==> src/rtl/mdu_exec.sv <==
// rtl/mdu_exec.sv - Iterative multiply/divide unit for the execute stage.
// Shift-add multiplier and restoring divider, one bit per clock, sign fix in a final cycle.
module mdu_exec #(
  parameter int WIDTH = 32
) (
  input  logic             clk,
  input  logic             rst,
  input  logic             start,
  input  logic [1:0]       op,
  input  logic [WIDTH-1:0] a,
  input  logic [WIDTH-1:0] b,
  output logic             busy,
  output logic             done,
  output logic [WIDTH-1:0] hi,
  output logic [WIDTH-1:0] lo
);

  localparam int CW = $clog2(WIDTH);
  localparam logic [CW-1:0] LAST = CW'(WIDTH - 1);
  localparam logic [1:0] S_IDLE = 2'd0;
  localparam logic [1:0] S_CALC = 2'd1;
  localparam logic [1:0] S_FIX  = 2'd2;

  logic [1:0]       state;
  logic [CW-1:0]    cnt;
  logic             is_div, sa, sb, dz;
  logic [WIDTH-1:0] opnd, acc_hi, acc_lo, orig_a;

  logic             sa_in, sb_in;
  logic [WIDTH-1:0] mag_a, mag_b;
  logic [WIDTH:0]   mul_sum;
  logic [WIDTH:0]   rem_sh;
  logic [WIDTH-1:0] rem_sub;
  logic             rem_ge;
  logic [2*WIDTH-1:0] prod_fix;
  logic [WIDTH-1:0] quo_fix, rem_fix;

  // op[0]=0 selects the signed variants (MULT, DIV)
  assign sa_in = ~op[0] & a[WIDTH-1];
  assign sb_in = ~op[0] & b[WIDTH-1];
  assign mag_a = sa_in ? -a : a;
  assign mag_b = sb_in ? -b : b;

  // Multiply: acc_hi holds the running upper half, acc_lo the multiplier being shifted out
  assign mul_sum = {1'b0, acc_hi} + (acc_lo[0] ? {1'b0, opnd} : '0);

  // Divide: acc_hi is the partial remainder, acc_lo the dividend/quotient shift register
  assign rem_sh  = {acc_hi, acc_lo[WIDTH-1]};
  assign rem_ge  = rem_sh >= {1'b0, opnd};
  assign rem_sub = rem_sh[WIDTH-1:0] - opnd;

  assign prod_fix = (sa ^ sb) ? -{acc_hi, acc_lo} : {acc_hi, acc_lo};
  assign quo_fix  = (sa ^ sb) ? -acc_lo : acc_lo;
  assign rem_fix  = sa ? -acc_hi : acc_hi;

  assign busy = (state != S_IDLE);

  always_ff @(posedge clk or posedge rst) begin
    if (rst) begin
      state  <= S_IDLE;
      cnt    <= '0;
      is_div <= 1'b0;
      sa     <= 1'b0;
      sb     <= 1'b0;
      dz     <= 1'b0;
      opnd   <= '0;
      acc_hi <= '0;
      acc_lo <= '0;
      orig_a <= '0;
      hi     <= '0;
      lo     <= '0;
      done   <= 1'b0;
    end else begin
      done <= 1'b0;
      case (state)
        S_IDLE: begin
          if (start) begin
            is_div <= op[1];
            sa     <= sa_in;
            sb     <= sb_in;
            orig_a <= a;
            cnt    <= '0;
            acc_hi <= '0;
            acc_lo <= op[1] ? mag_a : mag_b;
            opnd   <= op[1] ? mag_b : mag_a;
            if (op[1] && (b == '0)) begin
              dz    <= 1'b1;
              state <= S_FIX;
            end else begin
              dz    <= 1'b0;
              state <= S_CALC;
            end
          end
        end
        S_CALC: begin
          cnt <= cnt + 1'b1;
          if (is_div) begin
            acc_hi <= rem_ge ? rem_sub : rem_sh[WIDTH-1:0];
            acc_lo <= {acc_lo[WIDTH-2:0], rem_ge};
          end else begin
            acc_hi <= mul_sum[WIDTH:1];
            acc_lo <= {mul_sum[0], acc_lo[WIDTH-1:1]};
          end
          if (cnt == LAST) state <= S_FIX;
        end
        S_FIX: begin
          done  <= 1'b1;
          state <= S_IDLE;
          if (dz) begin
            hi <= orig_a;
            lo <= '1;
          end else if (is_div) begin
            hi <= rem_fix;
            lo <= quo_fix;
          end else begin
            {hi, lo} <= prod_fix;
          end
        end
        default: state <= S_IDLE;
      endcase
    end
  end

endmodule

==> config.mk <==
export PLATFORM = sky130hd
export DESIGN_NAME = mdu_exec
export DESIGN_NICKNAME = d
export VERILOG_FILES = /design/src/rtl/mdu_exec.sv
export SDC_FILE = /design/constraint.sdc
export NUM_CORES = 1
export LEC_CHECK = 0
export BUFFER_PORTS_ARGS = -buffer_cell sky130_fd_sc_hd__buf_2
export CAP_MARGIN = 15
export CORE_ASPECT_RATIO = 0.7
export CORE_MARGIN = 2
export CORE_UTILIZATION = 55
export DETAILED_ROUTE_END_ITERATION = 10
export PLACE_DENSITY_LB_ADDON = 0.2
export SKIP_LAST_GASP = 1
export SLEW_MARGIN = 30
export SYNTH_ARGS = -nofsm -noshare
export SYNTH_HDL_FRONTEND = slang
export SYNTH_SLANG_ARGS = --single-unit
==> constraint.sdc <==
create_clock -name clk -period 8.15 [get_ports clk]
set_input_delay 0 -clock clk [delete_from_list [all_inputs] [get_ports clk]]
set_output_delay 0 -clock clk [all_outputs]
set_load 0.02 [all_outputs]
==> flow_summary.json, run 1 <==
{
  "ff2ff_path_depth": 11,
  "area_growth_pct": 12.8,
  "n_antenna_cell": 0,
  "drt-total-wl_um": 57100,
  "cp-endpoint": "acc_hi[6]$_DFFE_PP0P_",
  "synth_most_common_cell": "nand2_1",
  "hold_path.class": "input pin to register",
  "power_density_mw_per_mm2": 461,
  "yosys.area.top_type": "dfrtp_1",
  "synth_cell_types": 71,
  "ys_seq_area_share_pct": 31.9,
  "max_cap_violations": 0,
  "final_cells": 2521,
  "required_ns": 8.61,
  "pin_count": 135,
  "crit_fanout": 19,
  "yosys_register_bits": 204,
  "max_slew_margin_pct": 38.2,
  "setup_violations": 0,
  "synth_ff_type": "dfrtp_1",
  "fin_skew_ns": 0.0150,
  "clkSinkCount": 204,
  "synth_nets": 2171,
  "fp.dieW_um": 208,
  "detail-route-antenna-nets": 0,
  "syn-cell-area_mm2": 0.0160,
  "end_kind": "register",
  "layout-drive-gt1-share_pct": 10.9,
  "post-dp-hpwl_um": 41800,
  "clock_latency_ns": 0.53,
  "r2r_slack_ns": 4.18,
  "status": "completed",
  "drcViolationCount": 0,
  "power_leakage_uw": 0.00807,
  "dp.cells": 2430,
  "final.min_clock_period_ns": 3.97,
  "r2r_start": "acc_hi[5]$_DFFE_PP0P_",
  "async_flop_share_pct": 100,
  "postCtsResizedCells": 0,
  "die-area_mm2": 0.0305,
  "gr-usage-all-layers_pct": 36.7,
  "finalCritPeriodShare_pct": 48.7,
  "worstSetupPathType": "register to register",
  "coreArea_mm2": 0.0288,
  "synth.area.top_cells": "dfrtp_1 (32%), a21oi_1 (6.2%), nand2_1 (5.8%), ha_1 (5.5%), xnor2_1 (5.4%)",
  "grt_remaining_overflow": 0,
  "gp_congestion": 1.02,
  "cts_buffer_depth": 3,
  "ctsRootBufferMaster": "clkbuf_16",
  "synth-edff-count": 0,
  "drv_slew": 0,
  "seqCellArea_mm2": 0.00511,
  "ys_warn_count": 0,
  "synth_common_cells": "nand2_1 (249), nor2_1 (225), dfrtp_1 (204)",
  "fmax_mhz": 252,
  "first_pass_iters": 9,
  "numCtsBuffers": 23,
  "start_util_pct": 55.6,
  "vias": 16100,
  "reg2reg_to": "acc_hi[6]$_DFFE_PP0P_",
  "peakVddDrop_mv": 0.344,
  "post_drt_wl_per_cell_um": 22.7,
  "fillers": 2565,
  "worst_slew_pin_slew_ns": 0.927,
  "post_cts_buffers": 0,
  "rows": 52,
  "dr.first_iter.drc_count": 1937,
  "die_height_um": 147,
  "via_per_inst": 6.38,
  "final_core_util_pct": 62.8,
  "finalPower_uw": 8320,
  "port_buffers": 134,
  "multi_input_area_mm2": 0.0102,
  "start_kind": "register",
  "hold_slack_ns": 0.0190,
  "antenna_found_initial": 3,
  "crit_arrival_ns": 4.43,
  "nNetsFinal": 2268,
  "syn_avg_cell_area_um2": 7.88,
  "holdBufCountCts": 50,
  "grt_max_degree": 137,
  "cts_tree": "built",
  "rsz0062_at_grt": "no",
  "grt_pass1_wl_um": 87100,
  "crit_path_start": "acc_hi[5]$_DFFE_PP0P_",
  "h-tree-depth": 1,
  "synthCells": 2030,
  "finalHoldViolations": 0,
  "timing.setup.tns_ns": 0,
  "clkSlewWorstSetupHoldPaths_ns": 0.06,
  "yosysTopAreaCellShare_pct": 31.9,
  "grt_pass1_vias": 14700
}
state kept, by name, summed over array words and instances (netlist names):
name    flops
orig_a     32
cnt         5
dz          1
sa          1
opnd       32
acc_lo     32
hi         32
is_div      1
state       2
lo         32
done        1
sb          1
acc_hi     32
through the flow:
| step | cell area, um2 | setup slack [ns] |
|---|---|---|
| finish | 18100 | 4.18 |
| global route | 18100 | 4.00 |
| CTS | 18000 | 4.35 |
| detailed placement | 16800 | 4.32 |
| global placement | 16800 | 4.15 |
| floorplan | 16000 | 2.58 |
report_power, final:
group / switching (uW) / internal (uW)
logic: 3220 / 2080
registers: 593 / 1400
clock network: 448 / 576
worst max-delay path, stage by stage (launching register included):
cell	delay, ns
dfrtp_1	0.51
ha_1	0.44
a211oi_1	0.25
nor2_1	0.10
o41ai_1	0.66
nand4_1	0.47
nand3_1	0.22
and2_1	0.33
buf_4	0.36
nand2_1	0.09
a311oi_1	0.31
a31o_2	0.15
cell type report:
class                      count  area share, %
sequential                   204           28.3
inverter                      70           1.52
timing repair buffer         200           7.17
clock buffer                  37           3.81
multi-input combinational   1628           56.4
tap                          378           2.62
clock inverter                 4          0.146
cell families (layout without fill, tap and decap cells):
| family | after synthesis | after routing | share of synthesized area [%] |
|---|---|---|---|
| AOI/OAI and AO/OA | 627 | 627 | 24.1 |
| adders and majority gates | 72 | 72 | 5.73 |
| buffers and inverters | 198 | 311 | 4.75 |
| muxes | 59 | 59 | 3.76 |
| DFF | 204 | 204 | 31.9 |
| and+or+nand+nor | 694 | 694 | 20.1 |
| xor gates and xnor gates | 176 | 176 | 9.64 |
worst min path at each step:
| stage | depth (start not counted) | start | to | slack, ns |
|---|---|---|---|---|
| CTS | 6 | b[12] | opnd[12]$_DFFE_PP0P_ | 0.003 |
| global placement | 3 | a[17] | orig_a[17]$_DFFE_PP0P_ | 0.26 |
| detailed placement | 3 | a[17] | orig_a[17]$_DFFE_PP0P_ | 0.27 |
| finish | 5 | b[8] | opnd[8]$_DFFE_PP0P_ | 0.02 |
| global route | 5 | b[28] | opnd[28]$_DFFE_PP0P_ | 0.05 |
| floorplan | 2 | a[10] | orig_a[10]$_DFFE_PP0P_ | 0.11 |
cells in the final DEF (no fill, tap or decap), drive strengths merged, types with 7 or more instances in the layout:
master,n
a31o,8
a31oi,33
inv,69
or3,8
mux2,9
nor4,15
nand2,251
ha,70
o21ai,181
xor2,77
o31ai,17
nor2,225
nand2b,21
a21o,35
dlygate4sd3,50
xnor2,99
mux2i,50
and2,11
dfrtp,204
a211oi,57
or4,8
and4,7
o41ai,9
nor3,44
nor2b,13
o21a,14
and3,23
nand3,28
nand4,17
buf,150
o211ai,12
a311oi,9
clkbuf,37
a21oi,197
layer usage:
metal | vias to the layer above | global-route usage, % | routed length, um
met5 | - | 0 | 16
met4 | 2 | 10.0 | 1660
met3 | 104 | 13.9 | 7670
met2 | 837 | 51.4 | 23000
met1 | 7724 | 52.8 | 24800
li1 | 7413 | - | -
Note: power is estimated with default switching activity, not from simulation.
==> run 2: changes to the inputs <==
==> constraint.sdc (replaced) <==
create_clock -name clk -period 3.2 [get_ports clk]
set_input_delay 0 -clock clk [delete_from_list [all_inputs] [get_ports clk]]
set_output_delay 0 -clock clk [all_outputs]
set_load 0.02 [all_outputs]
==> flow_summary.json, run 2 (synthesized netlist as in run 1, its figures left out) <==
{
  "dr.first_iter.drc_count": 1989,
  "first_pass_iters": 6,
  "mostFrequentLayoutCell": "nand2_1",
  "ctsRootBufferMaster": "clkbuf_16",
  "rows": 52,
  "finalPower_uw": 23400,
  "clkSinkCount": 204,
  "cts_tree": "built",
  "dp.cells": 2545,
  "comb_power_share_pct": 68.7,
  "crit_top_cell": "nand4_1",
  "die-area_mm2": 0.0305,
  "h-tree-depth": 1,
  "final_cell_mix": "nand2_1 (248), nor2_1 (223), dfrtp_1 (200)",
  "finalHoldViolations": 0,
  "seqCellArea_mm2": 0.00511,
  "switching_share_pct": 49.4,
  "fillers": 2474,
  "critical-path-top-delay-family": "simple AND/OR/NAND/NOR gates",
  "status": "completed",
  "worstSetupPathType": "register to register",
  "cp_slowest_stage_delay_ns": 0.51,
  "hold_path.class": "input pin to register",
  "via_per_inst": 6.29,
  "p_clk_share_pct": 11.7,
  "crit_fanout": 9,
  "area_growth_pct": 19.8,
  "max_cap_violations": 0,
  "fmax_mhz": 323,
  "grt_max_degree": 105,
  "drcViolationCount": 0,
  "coreArea_mm2": 0.0288,
  "antenna_found_initial": 0,
  "cts_buffer_depth": 3,
  "multi_input_area_mm2": 0.0103,
  "cp.buffers_inverters": 2,
  "grt_remaining_overflow": 0,
  "p_seq_share_pct": 19.6,
  "drt-total-wl_um": 59200,
  "fin_skew_ns": 0.00950,
  "required_ns": 3.59,
  "p_sw_uw": 11600,
  "port_buffers": 134,
  "final_cells": 2637,
  "grt_pass1_wl_um": 90600,
  "clkSlewWorstSetupHoldPaths_ns": 0.06,
  "timing.setup.tns_ns": 0,
  "nNetsFinal": 2385,
  "grt_pass1_vias": 15700,
  "start_util_pct": 55.6,
  "peakVddDrop_mv": 0.999,
  "drv_slew": 0,
  "gp_congestion": 1.01,
  "start_kind": "register",
  "pin_count": 135,
  "final.min_clock_period_ns": 3.09,
  "numCtsBuffers": 22,
  "detail-route-antenna-nets": 0,
  "rsz0062_at_grt": "yes",
  "vias": 16600,
  "post-dp-hpwl_um": 44200,
  "gr-usage-all-layers_pct": 38.1,
  "worst_slew_pin_slew_ns": 0.969,
  "crit_chain": "ha_1, nand4_1, nor3_1, o31ai_1, nand4_1, buf_4, nand3_1, nand2_1, buf_12, mux2_2, a21oi_1, o21ai_0",
  "layout-drive-gt1-share_pct": 16.8,
  "max_slew_margin_pct": 34.9,
  "cp_slowest_cell": "dfrtp_2",
  "die_height_um": 147,
  "clock_latency_ns": 0.53,
  "power_density_mw_per_mm2": 1220,
  "crit_arrival_ns": 3.48,
  "setup_violations": 0,
  "p_int_uw": 11800,
  "post_drt_wl_per_cell_um": 22.4,
  "n_antenna_cell": 0,
  "power_leakage_uw": 0.00868,
  "fp.dieW_um": 208,
  "end_kind": "register",
  "finalCritPeriodShare_pct": 96.7
}
-- run 2: layout make-up --
class                   count  area share, %
repair buffers            318           11.8
inverters                  70           1.39
flip-flops and latches    204           26.7
clock inverters             7          0.483
well taps                 378           2.47
clock buffers              32           3.44
multi-input cells        1628           53.7
-- run 2: final timing paths --
| check | from | to | slack (ns) | cells past startpoint |
|---|---|---|---|---|
| setup / recovery | acc_hi[8]$_DFFE_PP0P_ | acc_hi[11]$_DFFE_PP0P_ | 0.11 | 12 |
| hold / removal | b[11] | opnd[11]$_DFFE_PP0P_ | 0.001 | 4 |
| setup reg to reg | acc_hi[8]$_DFFE_PP0P_ | acc_hi[11]$_DFFE_PP0P_ | 0.11 | 12 |
| hold reg to reg | orig_a[27]$_DFFE_PP0P_ | orig_a[27]$_DFFE_PP0P_ | 0.47 | 2 |
| max in group asynchronous | rst | orig_a[2]$_DFFE_PP0P_ | 1.55 | 5 |
| min in group asynchronous | rst | acc_hi[23]$_DFFE_PP0P_ | 0.58 | 4 |
-- run 2: power groups by stage --
| stage | registers [uW] | logic [uW] | clock network [uW] |
|---|---|---|---|
| 2_1_floorplan | 4410 | 9990 | 0 |
| 3_3_place_gp | 4580 | 15000 | 0 |
| 3_5_place_dp | 4600 | 15100 | 0 |
| 4_1_cts | 4560 | 15300 | 2730 |
| 5_1_grt | 4680 | 17400 | 2840 |
| 6_report | 4590 | 16100 | 2720 |
-- run 2: tightest hold or removal path: stages --
cell	delay (ns)
buf_2	0.12
xnor2_1	0.10
a21oi_1	0.16
o21ai_0	0.10
-- run 2: stage by stage --
step | hold slack [ns] | instance area (um2) | worst slack, ns | util [%]
CTS | 0.000349 | 19000 | 0.0133 | 66.1
global placement | -0.00684 | 17700 | 0.0155 | 61.7
global route | 0.00814 | 19200 | -0.0293 | 66.6
floorplan | 0.105 | 16000 | 0.0923 | -
detailed placement | -0.00548 | 17700 | -0.00840 | 61.7
finish | 0.00104 | 19200 | 0.106 | 66.6
-- run 2: repair_timing --
item	in CTS	in global routing
endpoints found under the setup margin	2	36
hold endpoints to repair	196	0
buffers inserted	0	4
gates resized for setup	2	32
hold buffers	49	0
pin swaps	0	3
-- run 2: metal layers --
layer	part of all wire (%)	GRT usage, %	vias to the layer above
met5	0	0	-
li1	-	-	7651
met1	44	54.7	7937
met2	40	54.0	857
met4	2.8	9.50	0
met3	13	14.3	129
